**src/rtl/fetch_queue.sv**
```systemverilog
// Instruction fetch queue: issues one-cycle-latency memory reads and buffers {pc, inst, jump}
// entries for decode. Define FETCH_QUEUE_BYPASS_EN to forward responses straight to an empty queue's outputs.
module fetch_queue #(
  parameter int          DEPTH    = 4,
  parameter logic [31:0] RESET_PC = 32'h0
) (
  input  logic                       clk,
  input  logic                       rst,
  input  logic [31:0]                bpu_next_pc,
  input  logic                       bpu_jump,
  input  logic                       ex_redirect,
  input  logic [31:0]                ex_redirect_pc,
  input  logic                       dc_redirect,
  input  logic [31:0]                dc_redirect_pc,
  output logic                       im_req,
  output logic [31:0]                im_addr,
  input  logic [31:0]                im_rdata,
  output logic                       out_valid,
  input  logic                       out_ready,
  output logic [31:0]                out_pc,
  output logic [31:0]                out_inst,
  output logic                       out_jump,
  output logic [$clog2(DEPTH+1)-1:0] count
);

  localparam int PW = (DEPTH > 1) ? $clog2(DEPTH) : 1;
  localparam int CW = $clog2(DEPTH + 1);

  logic [31:0]    pc;
  logic           resp_valid;
  logic [31:0]    resp_addr;
  logic           resp_jump;
  logic [31:0]    q_pc   [DEPTH];
  logic [31:0]    q_inst [DEPTH];
  logic [DEPTH-1:0] q_jump;
  logic [PW-1:0]  rd_ptr;
  logic [PW-1:0]  wr_ptr;

  logic           redirect;
  logic [CW:0]    occupancy;
  logic           push;
  logic           bypass;
  logic           q_pop;
  logic           enq;

  assign redirect  = ex_redirect | dc_redirect;
  // The outstanding response counts against capacity so an arriving push can never overflow.
  assign occupancy = {1'b0, count} + {{CW{1'b0}}, resp_valid};
  assign push      = resp_valid & ~redirect;

`ifdef FETCH_QUEUE_BYPASS_EN
  assign bypass = push & (count == CW'(0));
`else
  assign bypass = 1'b0;
`endif

  assign q_pop = (count != CW'(0)) & out_ready & ~redirect;
  assign enq   = push & ~(bypass & out_ready);

  // Fetch address selection and request generation.
  always_comb begin
    if (ex_redirect) begin
      im_addr = ex_redirect_pc;
    end else if (dc_redirect) begin
      im_addr = dc_redirect_pc;
    end else begin
      im_addr = pc;
    end
    im_req = ~rst & (redirect | (occupancy < (CW+1)'(DEPTH)));
  end

  // Head presentation: queued entry first, bypassed response only when the queue is empty.
  always_comb begin
    out_valid = ~rst & ((count != CW'(0)) | bypass);
    if (rst) begin
      out_pc   = 32'h0;
      out_inst = 32'h0;
      out_jump = 1'b0;
    end else if (count != CW'(0)) begin
      out_pc   = q_pc[rd_ptr];
      out_inst = q_inst[rd_ptr];
      out_jump = q_jump[rd_ptr];
    end else if (bypass) begin
      out_pc   = resp_addr;
      out_inst = im_rdata;
      out_jump = resp_jump;
    end else begin
      out_pc   = 32'h0;
      out_inst = 32'h0;
      out_jump = 1'b0;
    end
  end

  // PC, response tracking, pointers and occupancy.
  always_ff @(posedge clk) begin
    if (rst) begin
      pc         <= RESET_PC;
      resp_valid <= 1'b0;
      resp_addr  <= 32'h0;
      resp_jump  <= 1'b0;
      rd_ptr     <= PW'(0);
      wr_ptr     <= PW'(0);
      count      <= CW'(0);
    end else begin
      resp_valid <= im_req;
      if (im_req) begin
        pc        <= bpu_next_pc;
        resp_addr <= im_addr;
        resp_jump <= bpu_jump;
      end
      if (redirect) begin
        rd_ptr <= PW'(0);
        wr_ptr <= PW'(0);
        count  <= CW'(0);
      end else begin
        if (enq) begin
          wr_ptr <= wr_ptr + PW'(1);
        end
        if (q_pop) begin
          rd_ptr <= rd_ptr + PW'(1);
        end
        case ({enq, q_pop})
          2'b10:   count <= count + CW'(1);
          2'b01:   count <= count - CW'(1);
          default: count <= count;
        endcase
      end
    end
  end

  // Entry storage; contents are only observed behind count, so no reset is needed.
  always_ff @(posedge clk) begin
    if (enq && !rst) begin
      q_pc[wr_ptr]   <= resp_addr;
      q_inst[wr_ptr] <= im_rdata;
      q_jump[wr_ptr] <= resp_jump;
    end
  end

endmodule

```
**config.mk**
```make
export PLATFORM = sky130hd
export DESIGN_NAME = fetch_queue
export DESIGN_NICKNAME = d
export VERILOG_FILES = /design/src/rtl/fetch_queue.sv
export SDC_FILE = /design/constraint.sdc
export NUM_CORES = 1
export LEC_CHECK = 0
export ABC_AREA = 1
export BUFFER_PORTS_ARGS = -buffer_cell sky130_fd_sc_hd__buf_2
export CORE_MARGIN = 2
export CORE_UTILIZATION = 45
export CTS_BUF_LIST = sky130_fd_sc_hd__clkbuf_4
export DETAILED_ROUTE_END_ITERATION = 7
export PLACE_DENSITY = 0.66
export SYNTH_ARGS = -nofsm -noshare
export SYNTH_HDL_FRONTEND = slang
export SYNTH_SLANG_ARGS = --single-unit
```
**constraint.sdc**
```tcl
create_clock -name clk -period 6.8 [get_ports clk]
set_clock_uncertainty 0.15 [all_clocks]
set_input_delay 1.36 -clock clk [delete_from_list [all_inputs] [get_ports clk]]
set_output_delay 1.36 -clock clk [all_outputs]
set_load 0.005 [all_outputs]
```
== Word level (Yosys, flattened, before mapping) ==
Memories as Yosys holds them, arrays and structs flattened. A register that Yosys moved wholly into a read port is not among the register bits.
Index checks and enable logic that the tools add are counted.
Storage, ports and cells
  bits in writable memories: 256
  output and inout port bits: 102
  bits in registers: 77
  memories kept: 2
  word-level logic and storage cells: 56
Cells by class
  order comparisons: 4
  $add $sub $neg: 5
  bitwise operators: 9
  eq/ne operators: 2
  mux-type cells: 20
  reduce and logical (&&, ||, !) cells: 6
Memories
  q_inst: depth 4, width 32, rd ports 1, clocked after memory_dff 1, write ports 1, RTL line 34  | logic [31:0] q_inst [DEPTH];
  q_pc: depth 4, width 32, rd ports 1, clocked after memory_dff 1, write ports 1, RTL line 33  | logic [31:0] q_pc [DEPTH];
Operators by type and width (number)
  2-to-1 mux 32 bit: 6
  2-to-1 mux 2 bit: 4
  < comparator 2 x 3 -> 1 bit (second input constant): 2
  2-to-1 mux 1 bit: 6
  case mux 3 bit (2 select lines): 1
  AND 1 bit: 5
  adder 2 x 1 -> 2 bit (second input constant): 2
  adder 3 x 1 -> 4 bit: 1
  bitwise mux 4 bit: 1
  < comparator 4 x 3 -> 1 bit (second input constant): 1
  adder 3 x 1 -> 3 bit (second input constant): 1
  nonzero test 3 bit: 1
  subtractor 3 x 1 -> 3 bit (second input constant): 1
  binary-select mux 1 bit (select 2 bit): 1
  demux 1 bit (select 2 bit): 1
  equality test 2 x 1 -> 1 bit (second input constant): 1
  equality test 2 bit (second input constant): 1
  greater-or-equal comparator 2 x 1 -> 1 bit (second input constant): 1
  logical AND 1 bit: 2
  inverter 1 bit: 2
  OR 1 bit: 2
  nonzero test 2 bit: 1
  OR reduction 2 bit: 1
  logical NOT 1 bit: 1

== Longest topological paths before layout ==
  depth after elaboration: 6
  gate-level depth with buffers: 13
  mapped depth without buffers: 12

== Worst setup path before layout ==
Ideal clock, no wire load.
  kind: input -> register
  from: input port dc_redirect
  to: memory q_inst[0][0] (enable)
  buffers on the path: 1
  stages: 6
  slack: 1.581 ns
  arrival: 4.581 ns
  path through: buf_4 -> inv_2 -> nand2_1 -> nor2_1 -> nand2_1 -> nor2_1
Between the ends
  word-level cells in the longest chain between the ends: 6
RTL lines
  from (decl): RTL line 13  | input logic dc_redirect,
  OR 1 bit: RTL line 46  | assign redirect = ex_redirect | dc_redirect;
  inverter 1 bit: RTL line 49  | assign push = resp_valid & ~redirect;
  AND 1 bit: RTL line 49
  logical AND 1 bit: RTL line 133  | if (enq && !rst) begin
  2-to-1 mux 1 bit: RTL line 133
  2-to-1 mux 1 bit (not written as such): RTL line 135  | q_inst[wr_ptr] <= im_rdata;
  to (decl): RTL line 34
No other way between the ends.

==> metrics <==
status=finished, final reports clean; most frequent cell after synthesis=nor2_1; flops & latches, synth=about 340; Pwr per Cell Area=around 260 mW/mm2; DP HPWL=between 15000 and 20000 um; placer congestion estimate=0.857; Net Count, Synth=1403; CORE AREA=between 0.02 and 0.03 mm2; Rows=between 60 and 70; hold buffer count at CTS=0; routed vias=10.0k; Final nets=approximately 1.7k; Setup Buffers After CTS=0; Synth area leaders=edfxtp_1, dfxtp_1, nor2_1; Horiz. Die Dim=between 150 and 200 um; Fillers=between 2k and 3k; clock slew at reported path FFs=about 60 ps; syn_area_per_cell=10.7 um2; Static Leak=between 0.006 and 0.007 uW; clock tree buffer depth=3; critical path class=flop to output port; Pins Over Slew Limit=0; Hold Path Class=flop to flop; Post-Route WL=approximately 32000 um; vias in the first global route=between 9k and 10k; number of buffers created by CTS=84; initial antenna violation count=1; vias per inst=a little over 5; register area share after synthesis=0.691; clk sinks=335; post-synth top area cell=edfxtp_1; crit start category=flop; max_cap viols=0; top cell types by occurrence after synthesis=nor2_1, edfxtp_1, a21oi_1; worst r2r path cells=5; layout cells sized above 1=0.242; synthesized cell area=around 0.013 mm2; Period minus WS final=a little under 5000 ps; Starting Density=0.456; worst hold stages=2; die area=between 0.03 and 0.04 mm2; synth warn=0; worst hold start=pc[1]; period utilisation layout=0.725; setup ws final=approximately 1900 ps; Die Y=around 180 um; Post-synth ARST share=0; H-tree lvl count=3; Port Buffers=approximately 240; post-DR wirelength/cell=16.3 um; Worst Hold Endpoint=pc[1]; fmax=approximately 0.2 GHz; cts repair resizes=0; worst slew pin tran=approximately 1100 ps; WP data arrival=around 3400 ps; peak fanout along the critical path=80; top cell type's share of synthesized area=0.580; worst skew pair latency=roughly 670 ps; Main synth FF type=edfxtp_1; crit end category=output port; number of synthesized flops with an enable pin=260; Overflow after GRT=0; final hold vios=0; Antenna Violating Nets Remaining=0; Slew headroom=0.276; RR Startpoint=resp_valid; Place WS=just under 2000 ps; IO Pins=approximately 240; TritonCTS clock tree=yes; maximum VDD drop=between 0.1 and 0.15 mV; largest net degree at the start of global routing=81; final setup violation count=0; flop2flop setup slack=~4300 ps; cells after synthesis=1263; master cell of the clock root buffer=clkbuf_4; Yosys cell types=24; Synth-to-Final Area Change=18.5%; setup TNS=0 ps; GRT Resource Usage Total=0.206; DRC viols=0; Critical Path RT=approximately 5300 ps; r2r endpoint=q_inst[2][27]; RSZ-0062 raised after global routing=false; global-route wire length before repair=between 50000 and 60000 um; TritonRoute pass-1 iters=5; initial DRC count=about 720
registers in the layout, indices dropped and copies added, names as in the netlist, named ones only:
| name | cells |
|---|---|
| count | 3 |
| pc | 32 |
| q_inst | 128 |
| q_jump | 4 |
| q_pc | 128 |
| rd_ptr | 2 |
| resp_addr | 32 |
| resp_jump | 1 |
| resp_valid | 1 |
| wr_ptr | 2 |
layer usage:
layer	vias up	track usage	wire length [um]
li1	4915	-	-
met1	4646	0.279	14400
met2	402	0.326	14800
met3	56	0.0423	2250
met4	0	0.0826	730
met5	-	0	0
cell type report:
| type | count | area [um2] | share of cell area |
|---|---|---|---|
| diodes | 1 | 2.50 | 0.000157 |
| clock buffers | 115 | 863 | 0.0541 |
| clock inverters | 43 | 204 | 0.0128 |
| inverters | 21 | 80.1 | 0.00501 |
| multi-input cells | 826 | 3730 | 0.234 |
| flip-flops and latches | 335 | 9320 | 0.583 |
| well taps | 390 | 488 | 0.0306 |
| repair buffers | 244 | 1280 | 0.0802 |
power breakdown:
part / internal [uW] / leakage [uW] / switching (uW)
Sequential: 2250 / 0.00297 / 33.1
Clock: 834 / 0.000621 / 789
Combinational: 76.4 / 0.00276 / 112
metrics by stage:
| step | hold WS [ps] | utilization | cell area (um2) | instances | power (uW) |
|---|---|---|---|---|---|
| 3_3_place_gp | 303 | 0.504 | 14900 | 1816 | 2510 |
| 4_1_cts | 319 | 0.540 | 16000 | 1974 | 4140 |
| 3_5_place_dp | 310 | 0.504 | 14900 | 1816 | 2510 |
| 5_1_grt | 333 | 0.540 | 16000 | 1975 | 4280 |
| 6_report | 317 | 0.540 | 16000 | 1975 | 4090 |
| 2_1_floorplan | 292 | - | 13500 | 1263 | 2410 |
worst max-delay path, cell delays in order, from the launching register on:
cell and delay [ps]:
dfxtp_4 720, clkinv_2 670, buf_4 560, o21ai_0 460, a21oi_1 110, buf_2 160
kinds of logic after synthesis:
| logic type | Yosys count | synth area share |
|---|---|---|
| AND/OR/NAND/NOR | 515 | 0.147 |
| flip-flops | 335 | 0.691 |
| AO/OA/AOI/OAI | 302 | 0.119 |
| buffers and inverters | 102 | 0.0346 |
| adder cells (fa/ha/maj) | 6 | 0.00613 |
| XOR/XNOR | 2 | 0.00130 |
| multiplexers | 1 | 0.000743 |
worst max path at each step:
stage	start	end	slack, ps	cells after the start
detailed placement	rst	out_inst[10]	1980	5
floorplan	dc_redirect	q_inst[0][0]	1580	6
global placement	rst	out_inst[7]	2140	5
global route	flop	out_pc[17]	1600	5
CTS	flop	out_pc[19]	1740	5
finish	flop	out_pc[20]	1870	5
cell usage in the layout, fill, tap and decap left out:
cell type | Yosys | final
inv_1 | 15 | 15
clkinv_2 | 0 | 4
buf_4 | 4 | 6
nand4_1 | 1 | 1
clkinv_1 | 0 | 34
clkinv_4 | 0 | 1
buf_12 | 0 | 3
ha_1 | 5 | 5
xor2_1 | 2 | 2
nor2_4 | 1 | 5
mux2i_1 | 1 | 1
diode_2 | 0 | 1
buf_2 | 37 | 235
a21oi_1 | 136 | 136
bufinv_16 | 0 | 1
o21ai_0 | 128 | 128
nand2_4 | 0 | 1
clkbuf_4 | 0 | 115
nor2_1 | 365 | 361
nand2_1 | 114 | 113
o21bai_1 | 34 | 34
o21ai_1 | 3 | 3
clkinvlp_4 | 0 | 2
o21a_1 | 1 | 1
dfxtp_1 | 75 | 73
dfxtp_4 | 0 | 2
fa_1 | 1 | 1
inv_2 | 6 | 7
nand2_2 | 1 | 1
nand3_1 | 33 | 33
edfxtp_1 | 260 | 260
Note: power is estimated with default switching activity, not from simulation.
